`src/rtl/uart_word_assembler.sv`:
```
// Packs a UART byte stream into little-endian 32-bit words and buffers them in a small FIFO.
// Partial words are dropped after a long idle gap. FIFO overflow is recorded and counted.
module uart_word_assembler #(
    parameter int unsigned FIFO_DEPTH     = 4,
    parameter int unsigned TIMEOUT_CYCLES = 8680
) (
    input  logic                          clk,
    input  logic                          reset,
    input  logic                          byteValid,
    input  logic [7:0]                    byteData,
    output logic                          wordValid,
    output logic [31:0]                   wordData,
    input  logic                          wordReady,
    output logic [$clog2(FIFO_DEPTH):0]   fifoCount,
    output logic [1:0]                    byteCount,
    output logic                          timeoutPulse,
    output logic                          overflow,
    output logic [15:0]                   dropCount,
    input  logic                          clearStatus
);

    localparam int unsigned PTR_W  = $clog2(FIFO_DEPTH);
    localparam int unsigned CNT_W  = PTR_W + 1;
    localparam int unsigned IDLE_W = $clog2(TIMEOUT_CYCLES);

    typedef enum logic [1:0] {
        COLLECT0 = 2'd0,
        COLLECT1 = 2'd1,
        COLLECT2 = 2'd2,
        COLLECT3 = 2'd3
    } state_e;

    state_e              state_q, state_d;
    logic [23:0]         asm_q, asm_d;
    logic [IDLE_W-1:0]   idle_q, idle_d;
    logic                pulse_q, pulse_d;
    logic [31:0]         mem_q [FIFO_DEPTH];
    logic [31:0]         mem_d [FIFO_DEPTH];
    logic [PTR_W-1:0]    wr_q, wr_d;
    logic [PTR_W-1:0]    rd_q, rd_d;
    logic [CNT_W-1:0]    cnt_q, cnt_d;
    logic                word_valid_q, word_valid_d;
    logic [31:0]         word_data_q, word_data_d;
    logic                ovf_q, ovf_d;
    logic [15:0]         drop_cnt_q, drop_cnt_d;
    logic [15:0]         drop_base;
    logic                complete, pop, push, drop, full;

    // State register
    always_ff @(posedge clk) begin
        if (reset) begin
            state_q      <= COLLECT0;
            asm_q        <= '0;
            idle_q       <= '0;
            pulse_q      <= 1'b0;
            wr_q         <= '0;
            rd_q         <= '0;
            cnt_q        <= '0;
            word_valid_q <= 1'b0;
            word_data_q  <= '0;
            ovf_q        <= 1'b0;
            drop_cnt_q   <= '0;
            for (int i = 0; i < FIFO_DEPTH; i++) begin
                mem_q[i] <= '0;
            end
        end else begin
            state_q      <= state_d;
            asm_q        <= asm_d;
            idle_q       <= idle_d;
            pulse_q      <= pulse_d;
            wr_q         <= wr_d;
            rd_q         <= rd_d;
            cnt_q        <= cnt_d;
            word_valid_q <= word_valid_d;
            word_data_q  <= word_data_d;
            ovf_q        <= ovf_d;
            drop_cnt_q   <= drop_cnt_d;
            for (int i = 0; i < FIFO_DEPTH; i++) begin
                mem_q[i] <= mem_d[i];
            end
        end
    end

    // Assembly FSM, idle timeout, FIFO and status next-state
    always_comb begin
        state_d    = state_q;
        asm_d      = asm_q;
        idle_d     = idle_q;
        pulse_d    = 1'b0;
        mem_d      = mem_q;
        wr_d       = wr_q;
        rd_d       = rd_q;
        complete   = 1'b0;
        drop_base  = drop_cnt_q;
        drop_cnt_d = drop_cnt_q;
        ovf_d      = ovf_q;

        if (byteValid) begin
            idle_d = '0;
            case (state_q)
                COLLECT0: begin asm_d[7:0]   = byteData; state_d = COLLECT1; end
                COLLECT1: begin asm_d[15:8]  = byteData; state_d = COLLECT2; end
                COLLECT2: begin asm_d[23:16] = byteData; state_d = COLLECT3; end
                COLLECT3: begin complete = 1'b1;          state_d = COLLECT0; end
            endcase
        end else if (state_q != COLLECT0) begin
            // A byte arriving on the expiry cycle takes the branch above instead
            if (idle_q == IDLE_W'(TIMEOUT_CYCLES - 1)) begin
                state_d = COLLECT0;
                asm_d   = '0;
                idle_d  = '0;
                pulse_d = 1'b1;
            end else begin
                idle_d = idle_q + IDLE_W'(1);
            end
        end else begin
            idle_d = '0;
        end

        full = (cnt_q == CNT_W'(FIFO_DEPTH));
        pop  = word_valid_q && wordReady;
        push = complete && (!full || pop);
        drop = complete && full && !pop;

        if (push) begin
            mem_d[wr_q] = {byteData, asm_q};
            wr_d        = wr_q + PTR_W'(1);
        end
        if (pop) begin
            rd_d = rd_q + PTR_W'(1);
        end
        cnt_d        = cnt_q + CNT_W'(push) - CNT_W'(pop);
        word_valid_d = (cnt_d != '0);
        word_data_d  = mem_d[rd_d];

        // A drop in the same cycle as a clear leaves the status showing that drop
        if (clearStatus) begin
            drop_base = '0;
            ovf_d     = 1'b0;
        end
        drop_cnt_d = drop_base;
        if (drop) begin
            ovf_d = 1'b1;
            if (drop_base != 16'hFFFF) begin
                drop_cnt_d = drop_base + 16'd1;
            end
        end
    end

    assign wordValid    = word_valid_q;
    assign wordData     = word_data_q;
    assign fifoCount    = cnt_q;
    assign byteCount    = state_q;
    assign timeoutPulse = pulse_q;
    assign overflow     = ovf_q;
    assign dropCount    = drop_cnt_q;

endmodule

```
`config.mk`:
```
export PLATFORM = sky130hd
export DESIGN_NAME = uart_word_assembler
export DESIGN_NICKNAME = d
export VERILOG_FILES = /design/src/rtl/uart_word_assembler.sv
export SDC_FILE = /design/constraint.sdc
export NUM_CORES = 1
export LEC_CHECK = 0
export BUFFER_PORTS_ARGS = -buffer_cell sky130_fd_sc_hd__buf_2
export CAP_MARGIN = 20
export CORE_MARGIN = 2
export CORE_UTILIZATION = 50
export CTS_BUF_LIST = sky130_fd_sc_hd__clkbuf_8
export DETAILED_ROUTE_END_ITERATION = 7
export PLACE_DENSITY_LB_ADDON = 0.1
export SYNTH_ARGS = -nofsm -noshare
export SYNTH_HDL_FRONTEND = slang
export SYNTH_SLANG_ARGS = --single-unit
```
`constraint.sdc`:
```
create_clock -name clk -period 2.5 [get_ports clk]
set_input_delay 0.25 -clock clk [delete_from_list [all_inputs] [get_ports clk]]
set_output_delay 0.25 -clock clk [all_outputs]
set_load 0.02 [all_outputs]
```
== Word-level counts from Yosys, hierarchy flattened ==
Cells that the tools add are included.

* Register bits: 226
* Input port bits: 13
* Output and inout bits: 56

* $add $sub $neg: 6
* Magnitude comparators: 3
* Eq/ne operators: 9
* Multiplexer cells: 26
* Bitwise logic cells: 3
* Reduce and logical (&&, ||, !) cells: 20

{| class="wikitable"
|+ Operators with widths
! kind !! count
|-
| $bwmux 128 || 1
|-
| $mux 128 || 1
|-
| $mux 32 || 3
|-
| $mux 24 || 3
|-
| $bmux 32 s2 || 1
|-
| $demux 32 s2 || 1
|-
| $mux 16 || 3
|-
| $mux 8 || 3
|-
| $add 16x1->16 const B || 1
|-
| $ne 16x16->1 const B || 1
|-
| $add 14x1->14 const B || 1
|-
| $eq 14x14->1 const B || 1
|-
| $reduce_and 3->1 || 3
|-
| $mux 2 || 4
|-
| $pmux 2 s4 || 1
|-
| $reduce_bool 2->1 || 4
|-
| $ge 3x3->1 const B || 2
|-
| $ne 2x1->1 const B || 3
|-
| $not 2->3 || 2
|-
| $logic_and 1x1->1 || 5
|-
| $mux 1 || 5
|-
| $add 2x1->2 const B || 2
|-
| $eq 2x2->1 const B || 2
|-
| $reduce_or 4->1 || 1
|-
| other kinds (12) || 13
|}

== Longest topological paths before layout ==
Gate-level depths: netlist of the first run.

* Word-level depth: 10
* Mapped depth: 12

== Worst setup path after synthesis of the first run ==
OpenSTA, ideal clock, no wires.

* Path type: register -> register
* Start: register state_q[1] (netlist: byteCount[1])
* End: register word_valid_q (netlist: wordValid)
* Library setup time: 132 ps
* Arrival: 2662 ps
* Data required time: 2368 ps
* Slack: -295 ps
* Cell stages (with the launch flop): 13
* Path buffers: 1
* Period minus slack after synthesis: 2795 ps
* Cell sequence: dfxtp_1 > ha_1 > nand2_1 > a21oi_1 > inv_1 > clkbuf_1 > ha_1 > inv_1 > ha_1 > fa_1 > xnor2_1 > xnor2_1 > a21oi_1

* Word-level cells in the longest chain between the ends: 7

{| class="wikitable"
|+ Ends and longest elaborated chain
! item !! RTL line !! source
|-
| start, declared || 33 || <nowiki>state_e state_q, state_d;</nowiki>
|-
| start signal, assigned || 67 || <nowiki>state_q <= state_d;</nowiki>
|-
| $eq 2x2->1 || 100 || <nowiki>case (state_q)</nowiki>
|-
| $mux 1 || 100 ||
|-
| $mux 1 || 98 || <nowiki>if (byteValid) begin</nowiki>
|-
| $logic_and 1x1->1 || 122 || <nowiki>push = complete && (!full || pop);</nowiki>
|-
| $add 3x1->3 || 132 || <nowiki>cnt_d = cnt_q + CNT_W'(push) - CNT_W'(pop);</nowiki>
|-
| $sub 3x1->3 || 132 ||
|-
| $reduce_bool 3->1 || 133 || <nowiki>word_valid_d = (cnt_d != '0);</nowiki>
|-
| end signal, assigned || 74 || <nowiki>word_valid_q <= word_valid_d;</nowiki>
|-
| end, declared || 42 || <nowiki>logic word_valid_q, word_valid_d;</nowiki>
|}

No other way between the ends.
A chain may end at the register's enable or synchronous reset.

== Worst setup path in the final report of the first run ==
* Start: register drop_cnt_q[0] (netlist: dropCount[0])
* End: register drop_cnt_q[14] (netlist: dropCount[14])

* Word-level cells in the longest chain between the ends: 4
* Elaborated cells between the ends (all ways): 5
* Classes of those cells: 1 x add/sub; 1 x eq/ne; 3 x mux

{| class="wikitable"
|+ Ends and longest elaborated chain
! item !! RTL line !! source
|-
| start, declared || 45 || <nowiki>logic [15:0] drop_cnt_q, drop_cnt_d;</nowiki>
|-
| start signal, assigned || 77 || <nowiki>drop_cnt_q <= drop_cnt_d;</nowiki>
|-
| $mux 16 * || 137 || <nowiki>if (clearStatus) begin</nowiki>
|-
| $add 16x1->16 / $ne 16x16->1 (equally long branches) || 145, 144 ||
|-
| $mux 16 * || 144 || <nowiki>if (drop_base != 16'hFFFF) begin</nowiki>
|-
| $mux 16 * || 142 || <nowiki>if (drop) begin</nowiki>
|}

Every way passes the cells marked *; elsewhere a longest branch is shown, timed or not.

==> results of run 1 <==
==> cells in the mapped netlist, types with 2 or more instances <==
| master | instances |
|---|---|
| a211oi_1 | 3 |
| a21boi_1 | 2 |
| a21oi_1 | 144 |
| a22o_1 | 8 |
| a22oi_1 | 16 |
| and2_1 | 6 |
| and3_1 | 6 |
| buf_1 | 10 |
| clkbuf_1 | 77 |
| dfxtp_1 | 226 |
| ha_1 | 13 |
| inv_1 | 16 |
| mux2i_1 | 5 |
| nand2_1 | 278 |
| nand2b_1 | 2 |
| nand3_1 | 9 |
| nand4_1 | 6 |
| nand4b_1 | 3 |
| nor2_1 | 58 |
| nor2b_1 | 7 |
| nor3_1 | 6 |
| nor4_1 | 2 |
| o211ai_1 | 3 |
| o21ai_0 | 64 |
| o21ai_1 | 3 |
| o221ai_1 | 2 |
| o22ai_1 | 63 |
| o311ai_0 | 2 |
| o32ai_1 | 31 |
| or2_2 | 2 |
| or3_1 | 5 |
| or4_1 | 3 |
| xnor2_1 | 17 |
| xor2_1 | 8 |
==> registers in the layout, summed over array words and instances (netlist names), 2 cells and up <==
signal,count
rd_q,2
wr_q,2
asm_q,24
mem_q,128
idle_q,14
fifoCount,3
dropCount,16
byteCount,2
wordData,32
==> per-stage QoR <==
| step | instances | power (W) | util | instance area, sq um |
|---|---|---|---|---|
| CTS | 1428 | 0.00931 | 0.586 | 10500 |
| global placement | 1362 | 0.00603 | 0.544 | 9730 |
| floorplan | 1120 | 0.00527 | - | 9100 |
| detailed placement | 1362 | 0.00602 | 0.544 | 9730 |
| global route | 1428 | 0.00964 | 0.587 | 10500 |
| finish | 1428 | 0.00926 | 0.587 | 10500 |
==> power groups by stage <==
stage                     registers, W  logic, W  clock network (W)
after floorplan                0.00423   0.00104                  0
after global placement         0.00402   0.00201                  0
after detailed placement       0.00402   0.00200                  0
after CTS                      0.00395   0.00201            0.00336
after global routing           0.00397   0.00216            0.00351
final                          0.00394   0.00202            0.00329
==> worst paths after layout <==
path | cells after the start | startpoint | to | slack (ns)
max reg2reg | 6 | dropCount[0] | dropCount[14] | 0.14
max | 6 | dropCount[0] | dropCount[14] | 0.14
min reg2reg | 2 | mem_q[68] | mem_q[68] | 0.45
min | 3 | byteValid | byteCount[1] | 0.05
==> metal layers <==
metal / GRT usage / up-vias / routed length, um
li1: - / 4011 / -
met1: 0.346 / 3810 / 11100
met2: 0.437 / 275 / 12100
met3: 0.0373 / 43 / 1830
met4: 0.0909 / 0 / 539
met5: 0 / - / 0
==> layout make-up <==
| class | count | area share |
|---|---|---|
| inverter | 17 | 0.00608 |
| sequential | 226 | 0.431 |
| multi-input combinational | 789 | 0.404 |
| timing repair buffer | 101 | 0.0586 |
| tap | 229 | 0.0273 |
| clock buffer | 48 | 0.0629 |
| clock inverter | 18 | 0.0100 |
==> critical path: stages, from the launching register on <==
cell and delay (ns):
dfxtp_1 0.35, nor2b_1 0.26, ha_1 0.24, nand4b_1 0.19
or4_1 0.59, or4_1 0.54, o21ai_1 0.12
==> kinds of logic after synthesis <==
group                    count (synthesis)
adder cells (fa/ha/maj)                 14
XOR/XNOR                                25
multiplexers                             5
AND/OR/NAND/NOR                        398
AO/OA/AOI/OAI                          347
flip-flops                             226
buffers and inverters                  105
==> metrics.md, run 1 <==
| Metric | Value |
|---|---|
| Cell count after synthesis | `1120` |
| Seq/Total Area, Yosys | `0.498` |
| Area of the multi-input gates | `4240 sq um` |
| Post-CTS Setup Repair Bufs | `0` |
| TritonCTS clock tree | `built` |
| Slew @ Worst Pin | `0.896 ns` |
| Max-slew headroom at the worst pin | `0.403` |
| RSZ-0062 raised after global routing | `no` |
| Post-synth top area share | `0.498` |
| Commonest non-fill, non-tap cell in the layout | `nand2_1` |
| Ys async rst share | `0` |
| Cts repair resizes | `0` |
| Diode count | `0` |
| Worst Setup Path Type | `flop to flop` |
| Flop pwr share | `0.426` |
| Buffers on Ports | `68` |
| Share of cells above drive strength 1 | `0.144` |
| Setup TNS Final | `0 ns` |
| Area contributors post-synth | `dfxtp_1 (50%), nand2_1 (11%), a21oi_1 (7.9%)` |
| Clock Latency Late Sink | `0.54 ns` |
| Avg WL per Cell | `17.9 um` |
| Final setup viols | `0` |
| Leading register cell type out of synthesis | `dfxtp_1` |
| Core ar. | `17900 sq um` |
| P_int | `0.00635 W` |
| Final hold viol count | `0` |
| Most frequent cells in the layout | `nand2_1 (277), dfxtp_1 (224), a21oi_1 (143)` |
| Die Width | `139 um` |
| Initial antenna violation count | `0` |
| Worst EP arrival | `2.83 ns` |
| Simple-Gate Fraction of Synth Area | `0.182` |
| Syn Nets | `1147` |
| Worst min-delay path class | `input port to flop` |
| Final worst path period share | `0.946` |
| Antenna-violating nets left | `0` |
| Post-Syn Area | `9090 sq um` |
| Fillers | `1686` |
| Leak | `3.70 nW` |
| Worst-path clk slew | `0.06 ns` |
| Net Sw Frac | `0.314` |
| Largest net degree at the start of global routing | `56` |
| Core Rows | `49` |
| Routed WL | `25600 um` |
| EDFF count, synth | `0` |
| Worst clock skew | `0.0167 ns` |
| Initial core utilization | `0.508` |
| Post-synthesis adder-cell area fraction | `0.0201` |
| #FFs+latches synth | `226` |
| Worst Setup Slack, final | `0.135 ns` |
| CTS Buf Count | `39` |
| Post-DP HPWL | `14400 um` |
| Net Sw Power | `0.00290 W` |
| Worst setup SP type | `flop` |
| VDD IR max | `0.519 mV` |
| Comb pwr share | `0.218` |
| Syn avg cell area | `8.11 sq um` |
| Yosys cell types | `48` |
| Post-detailed-route DRC marker count | `0` |
| Yosys warning total | `0` |
| Worst EP required | `2.97 ns` |
| Overall Global Routing Usage | `0.261` |
| Max-slew violations | `0` |
| Largest family of logic cells by synthesized area | `compound AO/OA/AOI/OAI gates` |
| Vias | `8139` |
| Max Cap Viol | `0` |
| XOR/XNOR Fraction of Synth Area | `0.0241` |
| Router iterations before antenna repair | `5` |
| CTS Hold Bufs | `0` |
| Reg area | `4530 sq um` |
| Place WS | `0.151 ns` |
| Root buffer cell | `clkbuf_8` |
| Area delta synth->final | `15.6%` |
| Clk sinks | `226` |
| Synth Area in Compound Gates | `0.227` |
| CP Capture Type | `flop` |
| Clk pwr share | `0.356` |
| Vert. Die Dim | `139 um` |
| H-tree Lvls | `2` |
| Io pins | `69` |
| Deepest clock path buffer count | `3` |
| Minimum clock period | `2.36 ns` |
| GPL Wtd Cong | `0.778` |
| Cell taking the most area after synthesis | `dfxtp_1` |
| First-pass GRT wire length | `40700 um` |
| Drt initial violations | `658` |
| Die Area | `19300 sq um` |
| Drt via density | `5.70` |
| F_max | `423 MHz` |
| P per Cell Area | `881 nW/um^2` |
| Vias in the first global route | `7561` |
| WHS | `0.0456 ns` |
| Status | `finished, final reports clean` |
| Total gr overflow | `0` |
| Multiplexer share of the synthesized area | `0.00551` |
| Final nets | `1201` |
| Crit-path max FO | `7` |
Power figures use the tool's default switching activity.
==> inputs of run 2 (changes only) <==
Settings changed: CELL_PAD_IN_SITES_DETAIL_PLACEMENT set to 0, CELL_PAD_IN_SITES_GLOBAL_PLACEMENT set to 1, CORE_UTILIZATION 50 to 42.
==> run 2 against run 1 <==
Combinational power grew 2%. Core utilization shrank 8.5 points. Setup slack gained 0.035 ns. Final cell count grew 3.6%. Sequential share of layout area shrank 0.41 points. Global-route usage shrank 1.5 points. Clock power grew 1%. Clock skew grew 0.014 ns. Design area grew 0.96%. Largest power group unchanged.
==> metrics.md, run 2 (same netlist as run 1, synthesis figures left out) <==
| Metric | Value |
|---|---|
| Crit-path cells | `nor2b_1 -> ha_1 -> nand4b_1 -> or4_1 -> or4_1 -> o21ai_1 (unchanged)` |
| Max reg flops | `128 (unchanged)` |
| P per Cell Area | `881 nW/um^2 (about the same)` |
| Post-CTS Setup Repair Bufs | `0 (unchanged)` |
| Clock Latency Late Sink | `0.55 ns (was 0.54 ns)` |
| Vias | `8200 (was 8139)` |
| Antenna-violating nets left | `0 (unchanged)` |
| Share of cells above drive strength 1 | `0.145 (was 0.144)` |
| Area delta synth->final | `16.7% (was 15.6%)` |
| Buffers on Ports | `68 (unchanged)` |
| Router iterations before antenna repair | `5 (unchanged)` |
| Initial antenna violation count | `0 (unchanged)` |
| First-pass GRT wire length | `43500 um (was 40700 um)` |
| Cts repair resizes | `0 (unchanged)` |
| Slew @ Worst Pin | `0.718 ns (was 0.896 ns)` |
| Max-slew headroom at the worst pin | `0.522 (was 0.403)` |
| Minimum clock period | `2.33 ns (was 2.36 ns)` |
| Final nets | `1205 (was 1201)` |
| Overall Global Routing Usage | `0.246 (was 0.261)` |
| Core Rows | `53 (was 49)` |
| Clk sinks | `226 (unchanged)` |
| Die Area | `22800 sq um (was 19300 sq um)` |
| VDD IR max | `0.391 mV (was 0.519 mV)` |
| Final setup viols | `0 (unchanged)` |
| Worst-path clk slew | `0.06 ns (about the same)` |
| Core ar. | `21200 sq um (was 17900 sq um)` |
| Diode count | `0 (unchanged)` |
| Fillers | `2082 (was 1686)` |
| Post-detailed-route DRC marker count | `0 (unchanged)` |
| Drt initial violations | `489 (was 658)` |
| Avg WL per Cell | `18.9 um (was 17.9 um)` |
| Cell area after layout | `10600 sq um (was 10500 sq um)` |
| M2 GR Usage | `0.405 (was 0.437)` |
| Routed WL | `27900 um (was 25600 um)` |
| Drt via density | `5.54 (was 5.70)` |
| Total gr overflow | `0 (unchanged)` |
| Worst min-delay path class | `input port to flop (unchanged)` |
| Slowest cell on the critical path | `or4_1 (unchanged)` |
| Post-DP HPWL | `15900 um (was 14400 um)` |
| CP max stage delay | `0.59 ns (about the same)` |
| Status | `finished, final reports clean (unchanged)` |
| Most frequent cells in the layout | `nand2_1 (277), dfxtp_1 (224), a21oi_1 (143) (unchanged)` |
| Largest net degree at the start of global routing | `57 (was 56)` |
| Met3 Use GR | `0.0349 (was 0.0373)` |
| Worst EP required | `2.96 ns (was 2.97 ns)` |
| Crit path launch | `dropCount[1] (was dropCount[0])` |
| H-tree Lvls | `2 (unchanged)` |
| Crit-path max FO | `7 (unchanged)` |
| CP Capture Type | `flop (unchanged)` |
| CTS Buf Count | `40 (was 39)` |
| Max Cap Viol | `0 (unchanged)` |
| Reg2Reg Launch Point | `dropCount[1] (was dropCount[0])` |
| CTS Hold Bufs | `0 (unchanged)` |
| F_max | `429 MHz (was 423 MHz)` |
| Met1 usage | `0.331 (was 0.346)` |
| Worst Setup Path Type | `flop to flop (unchanged)` |
| Critical Path Most Common Cell | `or4_1 (unchanged)` |
| RSZ-0062 raised after global routing | `no (unchanged)` |
| GPL Wtd Cong | `0.730 (was 0.778)` |
| Deepest clock path buffer count | `3 (unchanged)` |
| Leak | `3.73 nW (was 3.70 nW)` |
| Io pins | `69 (unchanged)` |
| Worst EP arrival | `2.79 ns (was 2.83 ns)` |
| Root buffer cell | `clkbuf_8 (unchanged)` |
| Most flop-heavy register | `mem_q (unchanged)` |
| Worst clock skew | `0.0312 ns (was 0.0167 ns)` |
| Worst setup SP type | `flop (unchanged)` |
| Vias in the first global route | `7632 (was 7561)` |
| Max-slew violations | `0 (unchanged)` |
| Post-DP Area | `9830 sq um (was 9730 sq um)` |
| Hold Path Origin | `byteData[3] (was byteValid)` |
| Final hold viol count | `0 (unchanged)` |
| Commonest non-fill, non-tap cell in the layout | `nand2_1 (unchanged)` |
| TritonCTS clock tree | `built (unchanged)` |
| Final worst path period share | `0.932 (was 0.946)` |
| Setup TNS Final | `0 ns (unchanged)` |
| Vert. Die Dim | `151 um (was 139 um)` |
| Die Width | `151 um (was 139 um)` |
| Initial core utilization | `0.430 (was 0.508)` |
| Most used routing layer | `met2 (unchanged)` |
## run 2: report_power, final
part,switching [W],internal (W)
clock network,0.00151,0.00182
logic,0.00134,0.000716
registers,0.000139,0.00382
total,0.00298,0.00636
## run 2: path summary, 6_finish.rpt
kind / endpoint / slack (ns) / cells past startpoint
hold reg to reg: idle_q[0] / 0.45 / 1
setup / recovery: dropCount[14] / 0.17 / 6
hold / removal: mem_q[123] / 0.05 / 3
setup reg to reg: dropCount[14] / 0.17 / 6
## run 2: worst max-delay path, delay by kind of cell, from the launching register on
family                   cells  cell delay (ns)
AND/OR/NAND/NOR              4             1.54
AO/OA/AOI/OAI                1             0.12
adder cells (fa/ha/maj)      1             0.24
flip-flops                   1             0.36
## run 2: area by class of cell
| cell class | instances | area [sq um] | share of cell area |
|---|---|---|---|
| Multi-Input combinational cell | 789 | 4250 | 0.401 |
| Timing Repair Buffer | 104 | 638 | 0.0602 |
| Clock inverter | 18 | 76.3 | 0.00720 |
| Inverter | 17 | 63.8 | 0.00602 |
| Clock buffer | 51 | 702 | 0.0662 |
| Sequential cell | 226 | 4530 | 0.427 |
| Tap cell | 275 | 344 | 0.0324 |
## run 2: routing by layer
layer  part of all wire  vias to the layer above  wire length (um)
met5                  0                        -                 0
met2               0.47                      213             13100
met4              0.023                        0               640
met1               0.46                     3920             12900
met3              0.049                       56              1380
li1                   -                     4011                 -
## run 2: per-stage QoR
stage	utilization	std cells	worst slack (ns)	total power, W	hold slack (ns)
2_1_floorplan	-	1120	0.000268	0.00527	0.418
3_3_place_gp	0.464	1411	0.260	0.00608	0.431
3_5_place_dp	0.464	1411	0.173	0.00608	0.444
4_1_cts	0.501	1480	0.157	0.00943	0.0263
5_1_grt	0.501	1480	0.000994	0.00979	0.0473
6_report	0.501	1480	0.171	0.00934	0.0526
